### src/rtl/palt_sysid_pkg.sv
// Shared types and constants for the system-ID checker.
package palt_sysid_pkg;

  typedef enum logic [2:0] {
    StIdle,
    StRdId,
    StLatId,
    StRdTs,
    StLatTs,
    StDone
  } state_e;

  localparam logic ADDR_ID = 1'b0;
  localparam logic ADDR_TS = 1'b1;

  // Width of the per-read latency and timeout counters.
  localparam int unsigned TimerW = 16;

endpackage

### src/rtl/palt_sysid_rd_timer.sv
// Load/count/expire counter, used for both the read-latency and the per-read timeout.
module palt_sysid_rd_timer
  import palt_sysid_pkg::*;
(
  input  logic              clock,
  input  logic              reset,
  input  logic              load_i,
  input  logic              en_i,
  input  logic [TimerW-1:0] limit_i,
  output logic              last_o
);

  logic [TimerW-1:0] cnt_q;

  // Counter restarts from zero on load and advances while enabled.
  always_ff @(posedge clock or posedge reset) begin
    if (reset) begin
      cnt_q <= '0;
    end else if (load_i) begin
      cnt_q <= '0;
    end else if (en_i) begin
      cnt_q <= cnt_q + 1'b1;
    end
  end

  // High on the cycle whose closing edge brings the count up to limit_i.
  assign last_o = (cnt_q == (limit_i - TimerW'(1)));

endmodule

### config.mk
export PLATFORM = sky130hd
export DESIGN_NAME = palt_sysid_rd_timer
export DESIGN_NICKNAME = d
export VERILOG_FILES = /design/src/rtl/palt_sysid_pkg.sv /design/src/rtl/palt_sysid_rd_timer.sv
export SDC_FILE = /design/constraint.sdc
export NUM_CORES = 1
export LEC_CHECK = 0
export ABC_AREA = 0
export CORE_ASPECT_RATIO = 0.75
export CORE_MARGIN = 2
export CORE_UTILIZATION = 57
export DETAILED_ROUTE_END_ITERATION = 16
export PLACE_DENSITY = 0.84
export SYNTH_ARGS = -nofsm -noshare
export SYNTH_HDL_FRONTEND = slang
export SYNTH_SLANG_ARGS = --single-unit
export TNS_END_PERCENT = 30
### constraint.sdc
create_clock -name clock -period 9.1 [get_ports clock]
set_clock_uncertainty 0.15 [all_clocks]
set_input_delay 2.73 -clock clock [delete_from_list [all_inputs] [get_ports clock]]
set_output_delay 2.73 -clock clock [all_outputs]
set_load 0.005 [all_outputs]
==> results of run 1 <==
## worst paths after layout
path,end,startpoint
max,last_o,limit_i[0]
min,cnt_q[13]$_DFFE_PP0P_,cnt_q[13]$_DFFE_PP0P_
max reg2reg,cnt_q[13]$_DFFE_PP0P_,cnt_q[2]$_DFFE_PP0P_
min reg2reg,cnt_q[13]$_DFFE_PP0P_,cnt_q[13]$_DFFE_PP0P_
max in group asynchronous,cnt_q[12]$_DFFE_PP0P_,reset
min in group asynchronous,cnt_q[0]$_DFFE_PP0P_,reset
## cell usage in the layout (no fill, tap or decap), types with 2 or more instances in the layout
cell type / count
sky130_fd_sc_hd__xor2_1: 22
sky130_fd_sc_hd__or4_1: 3
sky130_fd_sc_hd__mux2i_1: 2
sky130_fd_sc_hd__nor4_1: 3
sky130_fd_sc_hd__dfrtp_1: 16
sky130_fd_sc_hd__nor2_1: 23
sky130_fd_sc_hd__nand4_1: 7
sky130_fd_sc_hd__nand2_1: 11
sky130_fd_sc_hd__inv_1: 4
sky130_fd_sc_hd__ha_1: 2
sky130_fd_sc_hd__clkdlybuf4s50_1: 20
sky130_fd_sc_hd__nand3_1: 4
sky130_fd_sc_hd__xnor2_1: 13
sky130_fd_sc_hd__a21oi_1: 5
sky130_fd_sc_hd__nor3_1: 3
sky130_fd_sc_hd__or3_1: 5
sky130_fd_sc_hd__clkbuf_4: 3
sky130_fd_sc_hd__o21ai_0: 9
## routing by layer
layer	track usage (%)	vias to the layer above	wire, µm	share of wire, %
met2	44.18	36	1502	51
met1	29.77	587	1332	45
met5	0	-	0	0
li1	-	596	-	-
met4	5.455	0	21	0.71
met3	1.705	4	116	3.9
## where the power goes
| part | switching [µW] | internal, µW | leakage, µW | total (µW) |
|---|---|---|---|---|
| clock network | 22.1 | 24.3 | 0.0000210 | 46.5 |
| registers | 1.47 | 72.0 | 0.000222 | 73.4 |
| logic | 14.8 | 14.8 | 0.000359 | 29.6 |
## kinds of logic (layout without fill, tap and decap cells)
logic type	count (synthesis)	count (layout)
muxes	2	2
buffers and inverters	13	28
adders and majority gates	2	2
xor gates and xnor gates	35	35
and+or+nand+nor	69	69
DFF	16	16
AOI/OAI and AO/OA	22	22
## through the flow
| step | hold WS, ps | utilization (%) | total power, µW | area (µm²) | setup WS (ps) |
|---|---|---|---|---|---|
| floorplan | 394.9 | - | 90.36 | 1314 | 1435 |
| global placement | 426.1 | 67.68 | 102.6 | 1511 | 349.4 |
| detailed placement | 440.2 | 67.68 | 104.0 | 1511 | 116.3 |
| CTS | 453.8 | 69.30 | 150.1 | 1548 | 119.4 |
| global route | 492.8 | 69.58 | 157.0 | 1554 | 81.42 |
| finish | 450.9 | 69.58 | 149.5 | 1554 | 298.5 |
## area by class of cell
| cell class | instances | area (µm²) | area share [%] |
|---|---|---|---|
| Multi-Input combinational cell | 130 | 870.8 | 56.04 |
| Sequential cell | 16 | 400.4 | 25.76 |
| Timing Repair Buffer | 20 | 200.2 | 12.88 |
| Clock buffer | 4 | 36.28 | 2.335 |
| Tap cell | 25 | 31.28 | 2.013 |
| Inverter | 4 | 15.01 | 0.9662 |
## timing repair
item	CTS	global route
hold buffers	0	0
gates resized for setup	0	1
endpoints found under the setup margin	0	1
endpoints found under the hold margin	0	0
buffers inserted	0	0
## critical path: cells and delay by family
family	cells	cell delay, ps
adder cells (fa/ha/maj)	1	240
AND/OR/NAND/NOR	4	1300
AO/OA/AOI/OAI	2	570
buffers and inverters	3	1090
==> results, run 1 <==
- The remaining global-route overflow is 0.
- The worst register-to-register path has a depth of 5.
- The final routed wirelength across all metal layers is 2972 µm.
- The final number of max-transition violations is 0.
- The maximum number of pins on one net before global-route repair is 19.
- After clock tree synthesis, the clock-pin slew on the worst setup and hold paths is 90 ps.
- The worst path arrival time is 5920 ps.
- The relative slew slack is 46.73%.
- In the final design database the tool counted 197 nets.
- The clock reaches the later pin of the worst-skew pair after 280 ps.
- After technology mapping, the gate count stands at 159.
- The portion of netlist area occupied by mux cells is 1.524%.
- For the pin with the worst max-slew slack, the measured transition is 788.0 ps.
- Dividing the detail-routed via count by the number of cells gives 6.146.
- After Yosys synthesis, XOR and XNOR cells account for 23.33% of the synthesized area.
- In the global route stage, overall resource usage came out at 23.58%.
- The post-synthesis compound-gate area fraction is 10.95%.
- The tightest min-delay check is of the flip-flop to flip-flop type.
- STA puts the critical path data required time at 6220 ps.
- TritonCTS built the clock tree.
- The proportion of synthesized chip area in sequential cells is 30.48%.
- The via count of the first global-routing pass came to 1159.
- Across all layers, the routed design uses 1223 vias.
- Counting the fill cells in the layout gives 191.
- The fraction of final layout cells with drive strength greater than 1 is 5.172%.
- The average instance in the mapped netlist occupies 8.263 µm².
- The number of violations reported at the end of detailed-routing iteration 0 is 73.
- After synthesis, the cell types taking the most area are sky130_fd_sc_hd__dfrtp_1, sky130_fd_sc_hd__xor2_1, sky130_fd_sc_hd__xnor2_1, sky130_fd_sc_hd__nor2_1, sky130_fd_sc_hd__o21ai_0.
- After legalization and detailed placement, the total HPWL measured 2321 µm.
- The number of stages on the worst hold path is 2.
- The number of distinct library cell variants in the gate-level netlist after synthesis is 34.
- The detailed-route DRC error count is 0.
- Setup repair after global routing left no endpoint under its margin.
- At the end of routability-driven placement, the weighted congestion stood at 0.8498.
- The count of synthesis-stage warnings from yosys is 0.
- The most frequent cell after synthesis is sky130_fd_sc_hd__nor2_1.
- In this run the count of I/O pins placed on the die edge is 21.
- The post-route setup TNS is 0 ps.
- The number of flip-flops in the largest register is 16.
- The post-synthesis to final-layout area growth is 18.29%.
- For this design the static power due to leakage is 0.0006025 µW.
- The largest registers in the layout are cnt_q: 16 flops.
- In this run the number of H-tree levels came out at 1.
- Timing would allow up to 0.1136 GHz.
- The type of the setup path with the least slack is primary input to primary output.
- The number of antenna violations at the first check in global routing is 0.
- The total number of placement rows is 15.
- The total clock sinks is 16.
- The flow ran to the end, and the final reports show no timing, DRC or antenna violations.
- The post-route clock period utilization is 96.72%.
- Walking the worst path, the cells encountered are clkdlybuf4s50_1 > inv_1 > ha_1 > or4b_1 > nor4_2 > nand4_1 > a221o_1 > nor4b_2 > o2111a_1 > clkdlybuf4s50_1.
- The async set-or-reset flop fraction in the synthesized netlist is 100.0%.
- The slowest stage of the critical path belongs to the cell sky130_fd_sc_hd__or4b_1.
- The first global-routing pass estimated 4864 µm of wire.
- The number of buffers inserted during clock tree synthesis is 3.
- sky130_fd_sc_hd__dfrtp_1 takes more of the synthesized area than any other cell.
- The register bank with the most flops is cnt_q.
- The count of endpoints failing setup in the final report is 0.
- The core region area is 2233 µm².
- The cell with the most instances on the worst path is sky130_fd_sc_hd__clkdlybuf4s50_1.
- The post-detailed-route count of antenna-violating nets is 0.
- The die footprint is 2709 µm².
- The most instantiated flip-flop cell in the synthesis netlist is sky130_fd_sc_hd__dfrtp_1.
- The summed instance area of the synthesized netlist is 1314 µm².
- Power spread over the standard cell area amounts to 96.20 nW/µm².
- The final routed wire length divided by cell count is 14.93 µm.
- The worst-case clock buffer depth is 2.
- The die width is 59.44 µm.
- The net count of the mapped netlist is 181.
- STA classifies the critical path endpoint as a primary output.
- The top fanout value on the critical path is 7.
- The total instance count after detailed placement is 195.
- The number of cells in the finished layout apart from fillers is 199.
- The area fraction in and, or, nand and nor cells after synthesis is 28.10%.
- The main combinational cell family by area after synthesis is simple AND/OR/NAND/NOR gates.
- The longest individual stage delay on the worst path is 590 ps.
- The final critical-path required period is 8801 ps.
- Sorting the synthesized cells by how often they occur yields sky130_fd_sc_hd__nor2_1, sky130_fd_sc_hd__xor2_1, sky130_fd_sc_hd__dfrtp_1, sky130_fd_sc_hd__xnor2_1, sky130_fd_sc_hd__nand2_1.
- The die height is 45.58 µm.
- After Yosys synthesis, full adders, half adders and majority gates account for 1.905% of the synthesized area.
- The highest ir drop seen on vdd is 0.08510 mV.
- The final count of hold timing violations is 0.
- In this run the register-to-register setup slack is 7210 ps.
- 0 antenna diodes ended up in the layout.
- The initial core utilization is 58.82%.
- The max-cap violation count is 0.
- The master cell of the clock root buffer is sky130_fd_sc_hd__clkbuf_4.
- The first detailed-routing pass took 4 iterations.
- The number of buffers inserted by port buffering is 20.
- The portion of synthesized cell area occupied by the leading cell type is 30.48%.
- The sort of element at the start of the critical path is a primary input.
- The number of enable flip-flop cells after synthesis is 0.
- Counting flops and latches in the post-synthesis netlist gives 16.
(Power assumes the default switching activity.)
==> run 2: changes to the inputs <==
--- a/config.mk
+++ b/config.mk
@@ -11,6 +11,7 @@
 export CORE_UTILIZATION = 57
 export DETAILED_ROUTE_END_ITERATION = 16
 export PLACE_DENSITY = 0.84
+export SETUP_SLACK_MARGIN = 0.5
 export SYNTH_ARGS = -nofsm -noshare
 export SYNTH_HDL_FRONTEND = slang
 export SYNTH_SLANG_ARGS = --single-unit
==> results, run 2 (synthesized netlist as in run 1, its figures left out) <==
- The flow ran to the end, and the final reports show no timing, DRC or antenna violations.
- The longest individual stage delay on the worst path is 570 ps.
- Measured against its own limit, the worst slew margin works out to 46.69%.
- The number of buffers added to fix hold violations after cts is 0.
- The capture point of the worst reg-to-reg path is cnt_q[14]$_DFFE_PP0P_.
- The depth of the CTS H-tree is 1.
- Walking the worst path, the cells encountered are clkdlybuf4s15_1 > or4_4 > or3_1 > a2111o_1 > a221o_1 > nor4b_2 > o2111a_1 > clkdlybuf4s50_1.
- The final core utilization is 72.27%.
- The die width is 59.44 µm.
- The die height is 45.58 µm.
- In the final layout, the share of cells above drive strength 1 is 10.17%.
- The kind of cell with the highest combined delay along the critical path is simple AND/OR/NAND/NOR gates.
- The final number of max-transition violations is 0.
- The number of buffers inserted by port buffering is 20.
- Cell internal power was estimated by the tool at 111.2 µW.
- The highest ir drop seen on vdd is 0.08514 mV.
- The remaining global-route overflow is 0.
- Routability-driven placement finished with a final weighted congestion of 0.8498.
- The total clock sinks is 16.
- The hold path endpoint is cnt_q[13]$_DFFE_PP0P_.
- The core region area is 2233 µm².
- After layout, the worst setup slack is 601.2 ps.
- The number of buffer and inverter stages on the critical path is 2.
- The switching part of the total is 26.03%.
- After detailed routing, the number of vias per cell comes to 6.114.
- The die footprint is 2709 µm².
- Clock-pin slew was measured on the worst setup and hold paths at 90 ps.
- Global routing used 24.68% of the available tracks.
- The register with the most flip-flops in the layout has 16 of them.
- The number of antenna diodes in the final layout is 0.
- For the worst-skew pair, the clock arrives at the later sink with an insertion delay of 280 ps.
- The number of violations reported at the end of detailed-routing iteration 0 is 98.
- The post-route clock period utilization is 93.39%.
- For the worst flop-to-flop path, the logic depth is 6.
- Per report_power, the combinational group accounts for 20.5% of the total.
- The top fanout value on the critical path is 5.
- After filler insertion, the fill cell instance count of the layout stands at 179.
- Entering global routing, the biggest net connects 19 pins.
- The largest registers in the layout are cnt_q: 16 flops.
- At the pin with the least slew margin, the transition time is 788.5 ps.
- The final layout contains 200 nets.
- The kind of path behind the tightest hold check is flip-flop to flip-flop.
- The detailed-route DRC error count is 0.
- The sort of element at the start of the critical path is a primary input.
- The worst hold path was traced through 2 stages.
- In the final timing run, aggregate negative setup slack is 0 ps.
- The worst hold slack is 451.8 ps.
- The number of buffers inserted during clock tree synthesis is 3.
- Setup repair after global routing left no endpoint under its margin.
- The pre-antenna-repair detailed-routing pass consisted of 4 iterations.
- The initial utilization of the core area, before any placement, comes to 58.82%.
- 21 I/O pins were placed.
- The worst path arrival time is 5620 ps.
- The count of endpoints failing setup in the final report is 0.
- The final count of hold timing violations was 0.
- Dividing total power by cell area gives a power density of 93.12 nW/µm².
- The top cell types in the final layout, fill and taps aside, are sky130_fd_sc_hd__xor2_1, sky130_fd_sc_hd__nor2_1, sky130_fd_sc_hd__dfrtp_1, sky130_fd_sc_hd__clkdlybuf4s50_1, sky130_fd_sc_hd__xnor2_1.
- The total number of placement rows is 15.
- The total number of cells along the worst setup path is 8.
- The via count of the first global-routing pass is 1175.
- The detailed-route via count is 1235.
- The register bank with the most flops is cnt_q.
- In this run the static leakage power is 0.0006352 µW.
- Clock tree synthesis selected as its root buffer the cell sky130_fd_sc_hd__clkbuf_4.
- The final routed wirelength across all metal layers is 3098 µm.
- After layout, the minimum clock period comes to 8499 ps.
- The critical path in this run is classified as primary input to primary output.
- The worst register-to-register path begins at cnt_q[0]$_DFFE_PP0P_.
- The startpoint of the lowest-slack hold path is cnt_q[13]$_DFFE_PP0P_.
- Summed over all nets, the switching power comes to 39.13 µW.
- The number of antenna violations at the first check in global routing is 0.
- Detailed placement finished with a half-perimeter wire length of 2321 µm.
- The clock passes through at most 2 buffers.
- The proportion of power drawn by the clock network is 30.7%.
- TritonCTS built the clock tree.
- For this design, the slowest cell found on the critical path is sky130_fd_sc_hd__or4_4.
- The post-detailed-route count of antenna-violating nets is 0.
- At the worst endpoint, the required time is 6220 ps.
- In this run, flip-flops and latches consume 48.8% of the power.
- The maximum achievable frequency is 0.1177 GHz.
- The sort of element at the end of the critical path is a primary output.
- The setup check on the worst reg-to-reg path leaves a slack of 7210 ps.
- OpenSTA, run right after detailed placement, puts the worst setup slack at 116.3 ps.
- The first global-routing pass estimated 5106 µm of wire.
- From synthesis to final layout, the design area changed by 22.86%.
- The final routed wire length divided by cell count is 15.34 µm.
- Max-cap violations in this run came to 0.
## run 2: changes by cell type in the layout (fill, tap and decap cells not counted), sizes merged
cell	change
dlymetal6s2s	+1
buf	+3
clkdlybuf4s50	-6
dlygate4sd2	+4
clkdlybuf4s15	+1
## run 2: layer usage
layer	vias up	routed length (µm)	GRT usage [%]
met4	0	31	5.455
met2	42	1564	45.05
li1	603	-	-
met5	-	0	0
met3	4	176	1.989
met1	586	1325	32.09
## run 2: worst max path at each step
stage	slack (ps)	end	start
2_1_floorplan	1440	last_o	limit_i[0]
3_3_place_gp	350	last_o	limit_i[0]
3_5_place_dp	120	last_o	limit_i[0]
4_1_cts	510	last_o	limit_i[1]
5_1_grt	480	last_o	limit_i[2]
6_report	600	last_o	limit_i[8]
## run 2: repair_timing
| action | 4_1_cts | 5_1_grt |
|---|---|---|
| gates resized for setup | 10 | 6 |
| endpoints found under the setup margin | 1 | 1 |
| pin swaps | 4 | 3 |
| buffers inserted | 3 | 0 |
## run 2: power groups by stage
stage,clock network [µW],registers (µW),logic (µW)
finish,46.1,73.4,30.8
global route,51.0,73.6,33.7
CTS,47.4,73.5,30.0
detailed placement,0,74.9,29.1
global placement,0,74.7,27.8
floorplan,0,74.3,16.1
## run 2: per-stage QoR
stage	std cells	instance area [µm²]	power, µW
after floorplan	159	1314	90.36
after global placement	195	1511	102.6
after detailed placement	195	1511	104.0
after CTS	202	1595	150.9
after global routing	202	1614	158.4
final	202	1614	150.3
## run 2: worst min-delay path, cell delays in order (launching register included)
cell	delay [ps]
sky130_fd_sc_hd__dfrtp_1	420
sky130_fd_sc_hd__o21ai_0	90
sky130_fd_sc_hd__a21oi_1	60
## run 2: area by class of cell
cell class                      count  area (µm²)  area share (%)
Sequential cell                    16       400.4           24.81
Inverter                            4       15.01          0.9302
Clock buffer                        4       36.28           2.248
Tap cell                           25       31.28           1.938
Timing Repair Buffer               23       220.2           13.64
Multi-Input combinational cell    130       910.9           56.43
